==> config.mk <==
export PLATFORM = sky130hd
export DESIGN_NAME = trackball_quad_encoder
export DESIGN_NICKNAME = d
export VERILOG_FILES = /design/src/rtl/trackball_pkg.sv /design/src/rtl/trackball_quad_axis.sv /design/src/rtl/trackball_quad_encoder.sv
export SDC_FILE = /design/constraint.sdc
export NUM_CORES = 1
export LEC_CHECK = 0
export ABC_AREA = 1
export BUFFER_PORTS_ARGS = -buffer_cell sky130_fd_sc_hd__buf_2
export CAP_MARGIN = 20
export CORE_UTILIZATION = 50
export DETAILED_ROUTE_END_ITERATION = 8
export GPL_ROUTABILITY_DRIVEN = 0
export PLACE_DENSITY = 0.68
export SETUP_SLACK_MARGIN = 0.1
export SLEW_MARGIN = 20
export SYNTH_ARGS = -nofsm -noshare
export SYNTH_HDL_FRONTEND = slang
export SYNTH_HIERARCHICAL = 1
export SYNTH_SLANG_ARGS = --single-unit
==> constraint.sdc <==
create_clock -name clk -period 8.6 [get_ports clk]
set_input_delay 0.86 -clock clk [delete_from_list [all_inputs] [get_ports clk]]
set_output_delay 0.86 -clock clk [all_outputs]
set_load 0.05 [all_outputs]
==> src/rtl/trackball_pkg.sv <==
// Shared types and helpers for the trackball quadrature transmitter.
// Phase-to-pin Gray encoding, accumulator limits and step-direction codes.
package trackball_pkg;

    localparam int ACC_W_DEFAULT = 10;
    localparam int ACC_MAX       = (1 << (ACC_W_DEFAULT - 1)) - 1;
    localparam int ACC_MIN       = -ACC_MAX;

    // Codes chosen so that adding the code to a 2-bit phase moves it by +1 / -1.
    typedef enum logic [1:0] {
        STEP_NONE = 2'b00,
        STEP_POS  = 2'b01,
        STEP_NEG  = 2'b11
    } step_e;

    function automatic int acc_limit(input int w);
        return (1 << (w - 1)) - 1;
    endfunction

    // Forward sequence of (C,D): 00, 01, 11, 10.
    function automatic logic [1:0] phase_to_cd(input logic [1:0] p);
        return {p[1], p[1] ^ p[0]};
    endfunction

endpackage

==> src/rtl/trackball_quad_axis.sv <==
// One trackball axis: saturating motion accumulator, 2-bit phase counter
// and registered quadrature (C,D) outputs. Steps only on divider ticks.
module trackball_quad_axis
    import trackball_pkg::*;
#(
    parameter int ACC_W = ACC_W_DEFAULT
) (
    input  logic                    clk,
    input  logic                    reset,
    input  logic                    enable,
    input  logic                    tick,
    input  logic signed [ACC_W-1:0] delta,
    output logic                    qc,
    output logic                    qd,
    output logic                    nonzero
);

    localparam logic signed [ACC_W:0] SAT_HI = (ACC_W + 1)'(acc_limit(ACC_W));
    localparam logic signed [ACC_W:0] SAT_LO = -SAT_HI;

    logic signed [ACC_W-1:0] acc;
    logic signed [ACC_W-1:0] acc_next;
    logic        [1:0]       phase;
    logic        [1:0]       phase_next;
    logic        [1:0]       cd;
    step_e                   step;
    logic signed [ACC_W:0]   step_ext;
    logic signed [ACC_W:0]   sum;

    always_comb begin
        step = STEP_NONE;
        if (tick && enable) begin
            if (acc[ACC_W-1]) begin
                step = STEP_NEG;
            end else if (acc != '0) begin
                step = STEP_POS;
            end
        end

        // One guard bit keeps acc - step + delta exact before clamping.
        step_ext = {{(ACC_W - 1){step[1]}}, step};
        sum      = $signed({acc[ACC_W-1], acc}) - step_ext
                 + $signed({delta[ACC_W-1], delta});

        if (sum > SAT_HI) begin
            acc_next = SAT_HI[ACC_W-1:0];
        end else if (sum < SAT_LO) begin
            acc_next = SAT_LO[ACC_W-1:0];
        end else begin
            acc_next = sum[ACC_W-1:0];
        end
        if (!enable) begin
            acc_next = '0;
        end

        phase_next = phase + step;
        cd         = phase_to_cd(phase_next);
    end

    // Pins are registered from the next phase so they move with the phase.
    always_ff @(posedge clk) begin
        if (reset) begin
            acc   <= '0;
            phase <= 2'b00;
            qc    <= 1'b0;
            qd    <= 1'b0;
        end else begin
            acc   <= acc_next;
            phase <= phase_next;
            qc    <= cd[1];
            qd    <= cd[0];
        end
    end

    assign nonzero = (acc != '0);

endmodule

==> src/rtl/trackball_quad_encoder.sv <==
// Host pointer deltas to LETA trackball quadrature pins. Holds the shared
// step divider, per-axis sign extension / inversion and the busy flag.
module trackball_quad_encoder
    import trackball_pkg::*;
#(
    parameter int STEP_DIV = 250,
    parameter int ACC_W    = ACC_W_DEFAULT,
    parameter int DELTA_W  = 9
) (
    input  logic               clk,
    input  logic               reset,
    input  logic               enable,
    input  logic               mouse_strobe,
    input  logic [DELTA_W-1:0] mouse_dx,
    input  logic [DELTA_W-1:0] mouse_dy,
    input  logic               invert_x,
    input  logic               invert_y,
    output logic               tb1HC,
    output logic               tb1HD,
    output logic               tb1VC,
    output logic               tb1VD,
    output logic               busy
);

    localparam int               DIV_W    = (STEP_DIV > 1) ? $clog2(STEP_DIV) : 1;
    localparam logic [DIV_W-1:0] DIV_LOAD = DIV_W'(STEP_DIV - 1);

    logic [DIV_W-1:0]        div_cnt;
    logic                    tick;
    logic signed [ACC_W-1:0] dx_ext;
    logic signed [ACC_W-1:0] dy_ext;
    logic signed [ACC_W-1:0] dx_in;
    logic signed [ACC_W-1:0] dy_in;
    logic                    h_nonzero;
    logic                    v_nonzero;

    // Free-running divider; it does not stop when the encoder is disabled.
    assign tick = (div_cnt == '0);

    always_ff @(posedge clk) begin
        if (reset) begin
            div_cnt <= DIV_LOAD;
        end else if (tick) begin
            div_cnt <= DIV_LOAD;
        end else begin
            div_cnt <= div_cnt - 1'b1;
        end
    end

    // ACC_W > DELTA_W, so negating the most negative delta stays representable.
    always_comb begin
        dx_ext = '0;
        dy_ext = '0;
        if (mouse_strobe) begin
            dx_ext = {{(ACC_W - DELTA_W){mouse_dx[DELTA_W-1]}}, mouse_dx};
            dy_ext = {{(ACC_W - DELTA_W){mouse_dy[DELTA_W-1]}}, mouse_dy};
        end
        dx_in = invert_x ? -dx_ext : dx_ext;
        dy_in = invert_y ? -dy_ext : dy_ext;
    end

    trackball_quad_axis #(
        .ACC_W (ACC_W)
    ) u_axis_h (
        .clk     (clk),
        .reset   (reset),
        .enable  (enable),
        .tick    (tick),
        .delta   (dx_in),
        .qc      (tb1HC),
        .qd      (tb1HD),
        .nonzero (h_nonzero)
    );

    trackball_quad_axis #(
        .ACC_W (ACC_W)
    ) u_axis_v (
        .clk     (clk),
        .reset   (reset),
        .enable  (enable),
        .tick    (tick),
        .delta   (dy_in),
        .qc      (tb1VC),
        .qd      (tb1VD),
        .nonzero (v_nonzero)
    );

    assign busy = h_nonzero | v_nonzero;

endmodule

==> flow_metrics.tcl <==
set metrics [dict create \
    status "complete, no violations" \
    critical_path.top_delay_family "simple AND/OR/NAND/NOR gates" \
    syn_avg_cell_area_um2 6.48 \
    peakVddDrop_mv 0.129 \
    cap_viol_max_count 0 \
    antenna_found_initial 0 \
    synth_ff_type "dfxtp_1" \
    whs_ns 0.406 \
    max_stage_delay_ns 0.53 \
    antenna_left 0 \
    row_count 31 \
    final.period_utilization_pct 45.0 \
    slew_violations 0 \
    wl_per_cell_um 11.4 \
    cpMostUsedCell "nand2_1" \
    crit_slowest_cell "fa_1" \
    synth-simple-area-share_pct 40.1 \
    timing.final.hold_violations 0 \
    cts_hold_buf 0 \
    synth_edf_count 0 \
    port_buffers 28 \
    crit_required_ns 8.78 \
    antenna_cells 0 \
    fmax_mhz 258 \
    die_area_um2 8080 \
    grt_pass1_vias 3365 \
    syn-num-nets 668 \
    drtPass1Iterations 4 \
    power_density_nw_per_um2 333 \
    syn_inst 596 \
    drt-met1-wl_um 4180 \
    async_flop_share_pct 0 \
    syn_to_final_growth_pct 8.94 \
    grt_use_total_pct 22.2 \
    cts_root_buf "clkbuf_8" \
    path_class "primary input to flop" \
    yosys_warnings 6 \
    leakage_nw 2.42 \
    clk_pin_slew_ns 0.07 \
    muxShareOfSynthArea_pct 0 \
    startpoint_type "primary input" \
    clock_path_buffers 2 \
    grt_max_degree 19 \
    grt_setup_unrepaired "false" \
    multiInputGateArea_um2 2580 \
    clock_latency_ns 0.29 \
    initial_utilization_pct 52.4 \
    maxUsedRoutingLayer "met4" \
    ys_seq_elements 34 \
    met2_length_um 3560 \
    synth_top_family_by_area "simple AND/OR/NAND/NOR gates" \
    clock-sinks 34 \
    die_x_um 89.9 \
    syn_area_um2 3860 \
    fp.dieH_um 89.9 \
    post-route-drc-count 0 \
    cts_setup_buffers 0 \
    overflow 0 \
    first_iter_violations 195 \
    synth-xor-area-share_pct 3.40 \
    cp_max_fo 18 \
    dp_hpwl_um 7040 \
    synth_compound_area_share_pct 3.89 \
    cts_resized 0 \
    viasPerCell 4.80 \
    fin_skew_ns 0.0122 \
    final_nets 698 \
    yosysSeqAreaShare_pct 17.6 \
    min_path_type "flop to flop" \
    setup_violations 0 \
    drive_gt1_share_pct 17.2 \
    crit_arrival_ns 4.05 \
    cts_tree "built" \
    drt_wl_total_um 8280 \
    synth_fa_ha_area_share_pct 19.4 \
    synth_cell_types 32 \
    vias 3486 \
    core-area_um2 7370 \
    tightest_slew_ns 0.491 \
    dp_slack_ns 4.44 \
    seqCellArea_um2 681 \
    cp_cell_sequence "buf_2 > nand2_1 > ha_1 > nand2_1 > nor2_2 > nand2_1 > nand3_1 > nand2_1 > inv_1 > fa_1 > inv_1 > ha_1 > nand2_2 > clkinv_1 > a21oi_1 > nand2_1 > nand2_1 > nand2_2 > nor2_1 > nand2_1 > nand2_1 > nand2_1 > nand2_2 > nor2_1" \
    num-fill-cells 719 \
    cts_made_buffers 5 \
    worst_slack_ns 4.73 \
    slew_headroom_pct 67.2 \
    fin_crit_ns 3.87 \
    final.setup.tns_ns 0 \
    cp-end-kind "flop" \
    met3_length_um 434 \
    path_buf_inv 4 \
    grt_pass1_wl_um 14600 \
    io_pins 29 \
    htreeDepth 2 \
]
area by class of cell:
cell class                 instances  area share, %
clock inverter                     3           1.64
timing repair buffer              28           3.33
clock buffer                       5           1.64
inverter                         145           12.9
tap                               99           2.94
sequential                        34           16.2
multi-input combinational        412           61.3
cells by family after synthesis:
group | after synthesis
simple gates | 324
buf+inv | 150
fa+ha+maj | 48
flops | 34
compound gates | 25
xor+xnor | 15
registers in the layout, indices dropped and copies added, names as in the netlist:
register and count:
div_cnt 8, u_axis_h/acc 10, u_axis_h/phase 1, u_axis_h/qc 1, u_axis_h/qd 1, u_axis_v/acc 10
u_axis_v/phase 1, u_axis_v/qc 1, u_axis_v/qd 1
cells in the final DEF (no fill, tap or decap), types with 2 or more instances in the layout:
master     count
a21oi_1       12
a21oi_2        4
and2_4         2
and3_1         2
buf_2         28
bufinv_16      2
clkbuf_8       5
dfxtp_1       34
fa_1          20
ha_1          28
inv_1        139
inv_2          5
nand2_1      153
nand2_2       32
nand2_4        6
nand3_1       44
nand3_2        7
nand4_1        9
nor2_1        44
nor2_2        12
nor3_1         5
nor4_1         4
o21ai_0        6
o22a_1         2
or2_2          2
xnor2_1        7
xor2_1         8
worst register-to-register path, stage by stage, from the launching register on:
cell and delay (ns):
dfxtp_1 0.32, inv_1 0.10, ha_1 0.15, nand2_1 0.05, nor2_1 0.40, nand3_1 0.19, inv_1 0.41, fa_1 0.51
inv_1 0.12, fa_1 0.45, or2_2 0.29, nor2_1 0.11, nand3_1 0.09, nor2_1 0.10, nand2_1 0.06, nand2_1 0.05
nand2_1 0.08, nand2_2 0.14, nor2_1 0.07
power breakdown:
part,total [mW],switching [mW],internal (mW)
clock,0.176,0.0603,0.116
sequential,0.213,0.0196,0.193
combinational,1.01,0.648,0.364
total,1.40,0.728,0.673
routing by layer:
metal | vias to the layer above | global-route usage (%)
li1 | 1850 | -
met1 | 1557 | 31.1
met2 | 71 | 35.9
met3 | 8 | 3.98
met4 | 0 | 4.57
met5 | - | 0
synth_stat cells (2+ instances only):
cell	number	area [um^2]
a21oi_1	12	60.1
a21oi_2	4	35.0
and2_4	2	17.5
and3_1	2	12.5
buf_2	2	10.0
dfxtp_1	34	681
fa_1	20	400
ha_1	28	350
inv_1	139	522
inv_2	5	18.8
nand2_1	153	574
nand2_2	32	200
nand2_4	6	67.6
nand3_1	44	220
nand3_2	7	70.1
nand4_1	9	56.3
nor2_1	44	165
nor2_2	12	75.1
nor3_1	5	25.0
nor4_1	4	25.0
o21ai_0	6	30.0
o22a_1	2	17.5
or2_2	2	12.5
xnor2_1	7	61.3
xor2_1	8	70.1
stage by stage:
step | utilization [%] | power (mW) | instances | area [um^2]
2_1_floorplan | - | 1.04 | 596 | 3860
3_3_place_gp | 55.2 | 1.20 | 718 | 4070
3_5_place_dp | 55.2 | 1.22 | 718 | 4070
4_1_cts | 57.1 | 1.40 | 726 | 4210
5_1_grt | 57.1 | 1.55 | 726 | 4210
6_report | 57.1 | 1.40 | 726 | 4210
path summary, 6_finish.rpt:
path                 from  cells after the start  slack (ns)         endpoint
max          mouse_strobe                     24        4.73  u_axis_v/acc[4]
min            div_cnt[0]                      1        0.41       div_cnt[0]
max reg2reg    div_cnt[0]                     18        4.80  u_axis_v/acc[4]
min reg2reg    div_cnt[0]                      1        0.41       div_cnt[0]
Note: power is estimated with default switching activity, not from simulation.
